File: config.mk
export PLATFORM = sky130hd
export DESIGN_NAME = fns_coder_seq_flat
export DESIGN_NICKNAME = d
export VERILOG_FILES = /design/src/rtl/fns_coder_seq_if.sv /design/src/rtl/fns_coder_seq.sv /design/src/flat_wrapper.sv
export SDC_FILE = /design/constraint.sdc
export NUM_CORES = 1
export LEC_CHECK = 0
export ABC_CLOCK_PERIOD_IN_PS = 4300
export BUFFER_PORTS_ARGS = -buffer_cell sky130_fd_sc_hd__buf_2
export CORE_ASPECT_RATIO = 1.1
export CORE_MARGIN = 5
export CORE_UTILIZATION = 35
export CTS_BUF_LIST = sky130_fd_sc_hd__clkbuf_4
export DETAILED_ROUTE_END_ITERATION = 10
export GPL_TIMING_DRIVEN = 0
export SYNTH_ARGS = -nofsm -noshare
export SYNTH_HDL_FRONTEND = slang
export SYNTH_SLANG_ARGS = --single-unit
File: constraint.sdc
create_clock -name clock -period 4.3 [get_ports clock]
set_clock_uncertainty 0.05 [all_clocks]
set_input_delay 0.215 -clock clock [delete_from_list [all_inputs] [get_ports clock]]
set_output_delay 0.215 -clock clock [all_outputs]
set_load 0.02 [all_outputs]
File: src/rtl/fns_coder_seq_if.sv
// Handshake bundle for the Fibonacci-number-system coder: input word
// with enable mask on one side, registered code word with error flag on the other.
interface fns_coder_seq_if #(
  parameter int CODE_W = 8,
  parameter int DATA_W = 6
);
  logic [DATA_W-1:0] datain;
  logic [CODE_W-1:0] en_flag;
  logic              in_valid;
  logic              in_ready;
  logic [CODE_W-1:0] codeout;
  logic              err;
  logic              out_valid;
  logic              out_ready;

  // master is the producer/consumer around the coder; slave is the coder itself.
  modport master (
    output datain, en_flag, in_valid, out_ready,
    input  in_ready, codeout, err, out_valid
  );

  modport slave (
    input  datain, en_flag, in_valid, out_ready,
    output in_ready, codeout, err, out_valid
  );
endinterface

File: src/rtl/fns_coder_seq.sv
// Sequential greedy Fibonacci-number-system encoder: one code bit per cycle,
// MSB first, skipping lines masked off by en_flag.
module fns_coder_seq #(
  parameter int CODE_W = 8,
  parameter int DATA_W = 6
) (
  input logic           clock,
  input logic           reset,
  fns_coder_seq_if.slave bus
);

  function automatic int unsigned fib_weight(input int unsigned k);
    int unsigned a;
    int unsigned b;
    int unsigned t;
    a = 1;
    b = 1;
    for (int unsigned i = 2; i <= k; i++) begin
      t = a + b;
      a = b;
      b = t;
    end
    return b;
  endfunction

  // Remainder is wide enough for both the input word and the largest weight.
  localparam int unsigned W_TOP     = fib_weight(CODE_W - 1);
  localparam int          WTOP_BITS = $clog2(W_TOP + 1);
  localparam int          RW        = (DATA_W > WTOP_BITS) ? DATA_W : WTOP_BITS;
  localparam int          KW        = $clog2(CODE_W);
  localparam logic [KW-1:0] K_TOP   = KW'(CODE_W - 1);

  typedef enum logic [1:0] {
    S_IDLE,
    S_ENC,
    S_DONE
  } state_e;

  logic [RW-1:0] weight [CODE_W];

  for (genvar g = 0; g < CODE_W; g++) begin : g_weight
    assign weight[g] = RW'(fib_weight(g));
  end

  state_e            state_q,   state_d;
  logic [RW-1:0]     r_q,       r_d;
  logic [CODE_W-1:0] mask_q,    mask_d;
  logic [CODE_W-1:0] code_q,    code_d;
  logic [KW-1:0]     k_q,       k_d;
  logic [CODE_W-1:0] codeout_q, codeout_d;
  logic              err_q,     err_d;

  logic              take;
  logic [RW-1:0]     r_next;
  logic [CODE_W-1:0] code_next;

  always_comb begin
    // NOTE: every variable gets a default before the case so no path leaves
    // one unassigned, which would otherwise infer a latch.
    state_d   = state_q;
    r_d       = r_q;
    mask_d    = mask_q;
    code_d    = code_q;
    k_d       = k_q;
    codeout_d = codeout_q;
    err_d     = err_q;
    take      = 1'b0;
    r_next    = r_q;
    code_next = code_q;

    unique case (state_q)
      S_IDLE: begin
        if (bus.in_valid) begin
          r_d     = RW'(bus.datain);
          mask_d  = bus.en_flag;
          code_d  = '0;
          k_d     = K_TOP;
          state_d = S_ENC;
        end
      end

      S_ENC: begin
        take            = mask_q[k_q] && (r_q >= weight[k_q]);
        r_next          = take ? (r_q - weight[k_q]) : r_q;
        code_next[k_q]  = take;
        r_d             = r_next;
        code_d          = code_next;
        if (k_q == '0) begin
          codeout_d = code_next;
          err_d     = (r_next != '0);
          state_d   = S_DONE;
        end else begin
          k_d = k_q - KW'(1);
        end
      end

      S_DONE: begin
        if (bus.out_ready) begin
          state_d = S_IDLE;
        end
      end

      default: begin
        state_d = S_IDLE;
      end
    endcase
  end

  always_ff @(posedge clock) begin
    // NOTE: state registers use non-blocking assignments so every flop
    // samples the pre-edge value of its _d, independent of statement order.
    if (reset) begin
      state_q   <= S_IDLE;
      r_q       <= '0;
      mask_q    <= '0;
      code_q    <= '0;
      k_q       <= K_TOP;
      codeout_q <= '0;
      err_q     <= 1'b0;
    end else begin
      state_q   <= state_d;
      r_q       <= r_d;
      mask_q    <= mask_d;
      code_q    <= code_d;
      k_q       <= k_d;
      codeout_q <= codeout_d;
      err_q     <= err_d;
    end
  end

  assign bus.in_ready  = (state_q == S_IDLE);
  assign bus.out_valid = (state_q == S_DONE);
  assign bus.codeout   = codeout_q;
  assign bus.err       = err_q;

  // Handshake invariants; ignored by synthesis.
  a_ready_valid_exclusive : assert property (@(posedge clock)
    !(bus.in_ready && bus.out_valid));

  a_stall_holds_output : assert property (@(posedge clock) disable iff (reset)
    (bus.out_valid && !bus.out_ready) |=>
      (bus.out_valid && $stable(bus.codeout) && $stable(bus.err)));

  a_index_in_range : assert property (@(posedge clock)
    k_q <= K_TOP);

endmodule

File: src/flat_wrapper.sv
// flat-port wrapper written by rule: the top's interface ports become plain ports
module fns_coder_seq_flat 
#(
  parameter int CODE_W = 8,
  parameter int DATA_W = 6
)
  (clock, reset, bus_datain, bus_en_flag, bus_in_valid, bus_out_ready, bus_in_ready, bus_codeout, bus_err, bus_out_valid);
  fns_coder_seq_if #(.CODE_W(CODE_W), .DATA_W(DATA_W)) bus_i ();
  input logic clock;
  input logic reset;
  input wire logic [$bits(bus_i.datain)-1:0] bus_datain;
  input wire logic [$bits(bus_i.en_flag)-1:0] bus_en_flag;
  input wire logic [$bits(bus_i.in_valid)-1:0] bus_in_valid;
  input wire logic [$bits(bus_i.out_ready)-1:0] bus_out_ready;
  output wire logic [$bits(bus_i.in_ready)-1:0] bus_in_ready;
  output wire logic [$bits(bus_i.codeout)-1:0] bus_codeout;
  output wire logic [$bits(bus_i.err)-1:0] bus_err;
  output wire logic [$bits(bus_i.out_valid)-1:0] bus_out_valid;
  assign bus_i.datain = bus_datain;
  assign bus_i.en_flag = bus_en_flag;
  assign bus_i.in_valid = bus_in_valid;
  assign bus_i.out_ready = bus_out_ready;
  assign bus_in_ready = bus_i.in_ready;
  assign bus_codeout = bus_i.codeout;
  assign bus_err = bus_i.err;
  assign bus_out_valid = bus_i.out_valid;
  fns_coder_seq #(.CODE_W(CODE_W), .DATA_W(DATA_W)) u_core (.clock(clock), .reset(reset), .bus(bus_i));
endmodule
After elaboration in Yosys (flattened, before gate mapping)
Memory sizes are Yosys's and may differ from the RTL's.
Cells that the tools add are included.
- $add $sub $neg: 2
- order comparisons: 4
- equality and inequality tests: 6
- muxes and demuxes: 19
- bitwise gates (word level): 1
- reduce and logical (&&, ||, !) cells: 11
- operators with widths (cell ; number):
    6-bit 2-to-1 mux ; 4
    8-bit case mux with 2 select lines ; 1
    6-bit case mux with 2 select lines ; 1
    8-bit bitwise mux ; 1
    8-bit 2-to-1 mux ; 1
    6-bit greater-or-equal comparator ; 1
    2-bit 2-to-1 mux ; 3
    3-bit 2-to-1 mux ; 2
    2-bit != test, second input constant ; 3
    2-bit case mux with 3 select lines ; 1
    3-bit case mux with 2 select lines ; 1
    2-bit AND reduction ; 3
    3-bit AND reduction ; 2
    6-bit nonzero test ; 1
    6-bit subtractor ; 1
    4-bit greater-or-equal comparator, second input constant ; 1
    3-bit by 4-bit less-than comparator with 1-bit output, second input constant ; 1
    3-bit NOT with 4-bit output ; 1
    1-bit binary-select mux with 3-bit select ; 1
    1-bit demux with 3-bit select ; 1
    3-bit by 1-bit greater-or-equal comparator with 1-bit output, second input constant ; 1
    3-bit logical NOT ; 1
    3-bit by 1-bit subtractor with 3-bit output, second input constant ; 1
    2-bit by 1-bit equality test with 1-bit output, second input constant ; 1
    6 further kinds ; 8
- bits in registers: 36
- bits in read-only memories: 48
- input port bits: 18
- logic and storage cells: 51
- memories kept: 1
- memories (name ; words ; width ; rd ports ; clocked after Yosys merged registers in ; write ports ; line ; source):
    (no name shown) ; 8 ; 6 ; 1 ; 0 ; 0 ; fns_coder_seq.sv:83 ; take = mask_q[k_q] && (r_q >= weight[k_q]);

Logic depth before layout (Yosys ltp)
- depth after elaboration: 8
- depth in mapped cells: 13
- gate-level depth less buffers: 11

Worst setup path after synthesis
OpenSTA, ideal clock, no wires.
- path kind: register to register
- start: register u_core.k_q[1]
- end: register u_core.err_q (netlist: u_core.bus.err)
- setup time: 0.133 ns
- arrival time: 2.756 ns
- data required time: 4.117 ns
- setup slack: 1.361 ns
- stages on the path, launching flop included: 12
- clock period less this slack: 2.939 ns
- cells stage by stage: dfxtp_1 -> clkbuf_1 -> inv_1 -> ha_1 -> mux2i_1 -> ha_1 -> inv_1 -> fa_1 -> xor2_1 -> or4b_2 -> nor4b_1 -> a211oi_1
- longest elaborated chain between the ends: 8
- RTL lines (element ; line ; source):
    start: declaration ; fns_coder_seq.sv:49 ; logic [KW-1:0] k_q, k_d;
    start signal: assignment ; fns_coder_seq.sv:125 ; k_q <= k_d;
    3-bit NOT with 4-bit output (not written as such) ; fns_coder_seq.sv:83, fns_coder_seq.sv:84 ;
    memory read 8 x 6 bit ; -- ;
    6-bit 2-to-1 mux (not written as such) (2 in series) ; fns_coder_seq.sv:83 ;
    6-bit greater-or-equal comparator ; fns_coder_seq.sv:83 ;
    1-bit logical AND ; fns_coder_seq.sv:83 ;
    6-bit 2-to-1 mux ; fns_coder_seq.sv:84 ; r_next = take ? (r_q - weight[k_q]) : r_q;
    6-bit nonzero test ; fns_coder_seq.sv:90 ; err_d = (r_next != '0);
    end signal: assignment ; fns_coder_seq.sv:127 ; err_q <= err_d;
    end: declaration ; fns_coder_seq.sv:51 ; logic err_q, err_d;
Several ways; a longest one is shown, not always the timed one. The select of a mux whose other input is x is not followed.
A chain may end at the register's enable or synchronous reset.

Final worst setup path
Ends and elaborated chain as after synthesis.

==> impl_metrics.env <==
export IMPL_status="completed"
export IMPL_cts_sinks=36
export IMPL_synth_top_area_share_pct=37.0
export IMPL_hpwl_um=3630
export IMPL_syn_nets=256
export IMPL_nets=290
export IMPL_slew_headroom_pct=54.9
export IMPL_netlist_instances=227
export IMPL_yosys_top_cells_area="dfxtp_1, mux2i_1, nor2_1"
export IMPL_drive_above_1_share_pct=17.6
export IMPL_ant_nets=0
export IMPL_ir_drop_v=0.000156
export IMPL_hold_viol=0
export IMPL_start_kind="flip-flop"
export IMPL_period_share_pct=78.1
export IMPL_grt_pass1_wl_um=8240
export IMPL_slew_violations=0
export IMPL_routed_wirelength_um=4820
export IMPL_ys_warn_count=0
export IMPL_p_per_area_nw_per_um2=305
export IMPL_grt_max_degree=11
export IMPL_first_pass_iters=4
export IMPL_drc_errors=0
export IMPL_overflow=0
export IMPL_cts_tree="built"
export IMPL_initial_core_util_pct=36.1
export IMPL_max_clock_freq_ghz=0.298
export IMPL_rsz0062_at_grt="false"
export IMPL_gp_congestion=0.791
export IMPL_tightest_slew_ps=676
export IMPL_cts_setup_buffers=0
export IMPL_worst_setup_path_type="reg2reg"
export IMPL_grt_use_total_pct=14.8
export IMPL_fin_setup_tns_ps=0
export IMPL_critPathRequiredTime_ps=4480
export IMPL_min_path_type="in2reg"
export IMPL_leakagePower_uw=0.000916
export IMPL_worstPathMaxFanout=9
export IMPL_maxCapViolations=0
export IMPL_cts_resized=0
export IMPL_place_inst=329
export IMPL_grt_antenna_before_repair=0
export IMPL_seq_area_frac_synth_pct=37.0
export IMPL_ys_types=37
export IMPL_synth_top_cell_by_area="dfxtp_1"
export IMPL_die_h_um=88.2
export IMPL_die_area_um2=7160
export IMPL_post_route_min_period_ps=3360
export IMPL_viasPerCell=5.09
export IMPL_postLayoutCoreUtil_pct=41.4
export IMPL_io_buffers=27
export IMPL_die_w_um=81.1
export IMPL_diodes=0
export IMPL_clk_insertion_delay_late_ps=340
export IMPL_crit_arrival_ps=3540
export IMPL_holdWs_ps=54.4
export IMPL_clkTransAtPathRegs_ps=110
export IMPL_total_power_uw=681
export IMPL_num_vias=1716
export IMPL_first_iter_violations=69
export IMPL_syn_area_um2=1950
export IMPL_cts_buffers_inserted=5
export IMPL_cts_root_buf="clkbuf_4"
export IMPL_grt_pass1_vias=1758
export IMPL_area_delta_synth_final_pct=14.6
export IMPL_wl_per_cell_um=14.3
export IMPL_clockBufferDepth=2
export IMPL_crit_path_end_kind="flip-flop"
export IMPL_core_region_area_um2=5400
export IMPL_holdBufCountCts=0
export IMPL_final_cells=337
export IMPL_ios=29
export IMPL_setup_viol=0
export IMPL_synth_seq_cells=36
export IMPL_rows=28
export IMPL_htree_levels=2
export IMPL_syn_avg_cell_area_um2=8.58
-- flip-flops by register name, summed over array words and instances, names as in the netlist --
name	cells
u_core.bus.err	1
u_core.state_q	2
u_core.code_q	8
u_core.r_q	6
u_core.bus.codeout	8
u_core.mask_q	8
u_core.k_q	3
-- synthesized netlist by cell type, drive strengths merged --
| cell | count |
|---|---|
| a21oi | 10 |
| buf | 5 |
| o22ai | 3 |
| dfxtp | 36 |
| or4 | 2 |
| mux2 | 2 |
| nand3 | 2 |
| nor3 | 4 |
| nor2b | 3 |
| or2 | 2 |
| and3 | 2 |
| nand2b | 6 |
| fa | 1 |
| a32oi | 8 |
| o211ai | 1 |
| o21ai | 16 |
| nor4b | 1 |
| nand2 | 21 |
| ha | 10 |
| mux4 | 2 |
| xor2 | 2 |
| or4b | 1 |
| a31o | 1 |
| nor3b | 1 |
| a311oi | 1 |
| inv | 6 |
| o31a | 1 |
| xnor2 | 3 |
| mux2i | 17 |
| a211oi | 6 |
| clkbuf | 11 |
| and2 | 1 |
| nor2 | 34 |
| a221oi | 5 |
-- path summary, 6_finish.rpt --
check / startpoint / endpoint / slack [ps] / depth (start not counted)
setup reg to reg: u_core.k_q[1] / u_core.bus.err / 940 / 11
hold / removal: bus_en_flag[4] / u_core.mask_q[4] / 50 / 3
hold reg to reg: u_core.bus.codeout[4] / u_core.bus.codeout[4] / 410 / 2
setup / recovery: u_core.k_q[1] / u_core.bus.err / 940 / 11
-- layout make-up --
type,instances,area (µm²)
clock inverters,1,3.75
multi-input cells,169,1140
clock buffers,7,52.6
well taps,75,93.8
repair buffers,27,135
fillers,582,3160
inverters,6,22.5
flip-flops and latches,36,721
plain buffers,16,65.1
-- power breakdown --
part	switching (µW)	internal (µW)	total (µW)
Sequential	10.3	345	356
Combinational	79.2	57.3	136
Clock	113	75.6	189
Total	203	478	681
-- through the flow --
stage	setup WS [ps]	cell area, µm²
6_report	942	2230
5_1_grt	620	2230
4_1_cts	906	2230
3_5_place_dp	917	2180
3_3_place_gp	962	2180
2_1_floorplan	1360	1950
-- cell families (layout without fill, tap and decap cells) --
kind of cell	count (synthesis)	in the layout	synth area share [%]
simple gates	80	80	18.8
compound gates	52	52	17.9
flops	36	36	37.0
buf+inv	22	57	4.50
mux	21	21	12.2
fa+ha+maj	11	11	7.45
xor+xnor	5	5	2.25
-- per-layer routing --
layer | GRT usage [%] | part of all wire (%) | vias to the layer above
met3 | 3.67 | 3.5 | 7
met1 | 18.3 | 47 | 808
met2 | 25.1 | 48 | 24
met5 | 0 | 0 | -
met4 | 5.38 | 1.8 | 0
li1 | - | - | 877
-- layout by cell type, fill, tap and decap left out, drive strengths merged, types with 2 or more instances in the layout --
master / count
dfxtp: 36
nor2: 34
buf: 32
nand2: 21
clkbuf: 18
mux2i: 17
o21ai: 16
a21oi: 10
ha: 10
a32oi: 8
inv: 6
nand2b: 6
a211oi: 6
a221oi: 5
nor3: 4
nor2b: 3
o22ai: 3
xnor2: 3
nand3: 2
mux4: 2
and3: 2
or2: 2
xor2: 2
or4: 2
mux2: 2
-- worst max-delay path: stages, from the launching register on --
cell      delay [ps]
dfxtp_1          370
clkbuf_1         350
inv_1            190
ha_1             230
mux2i_1          180
ha_1             190
inv_1             50
fa_1             410
xor2_1           200
or4b_2           630
nor4b_1          280
a211oi_1         110
Power figures use the tool's default switching activity.
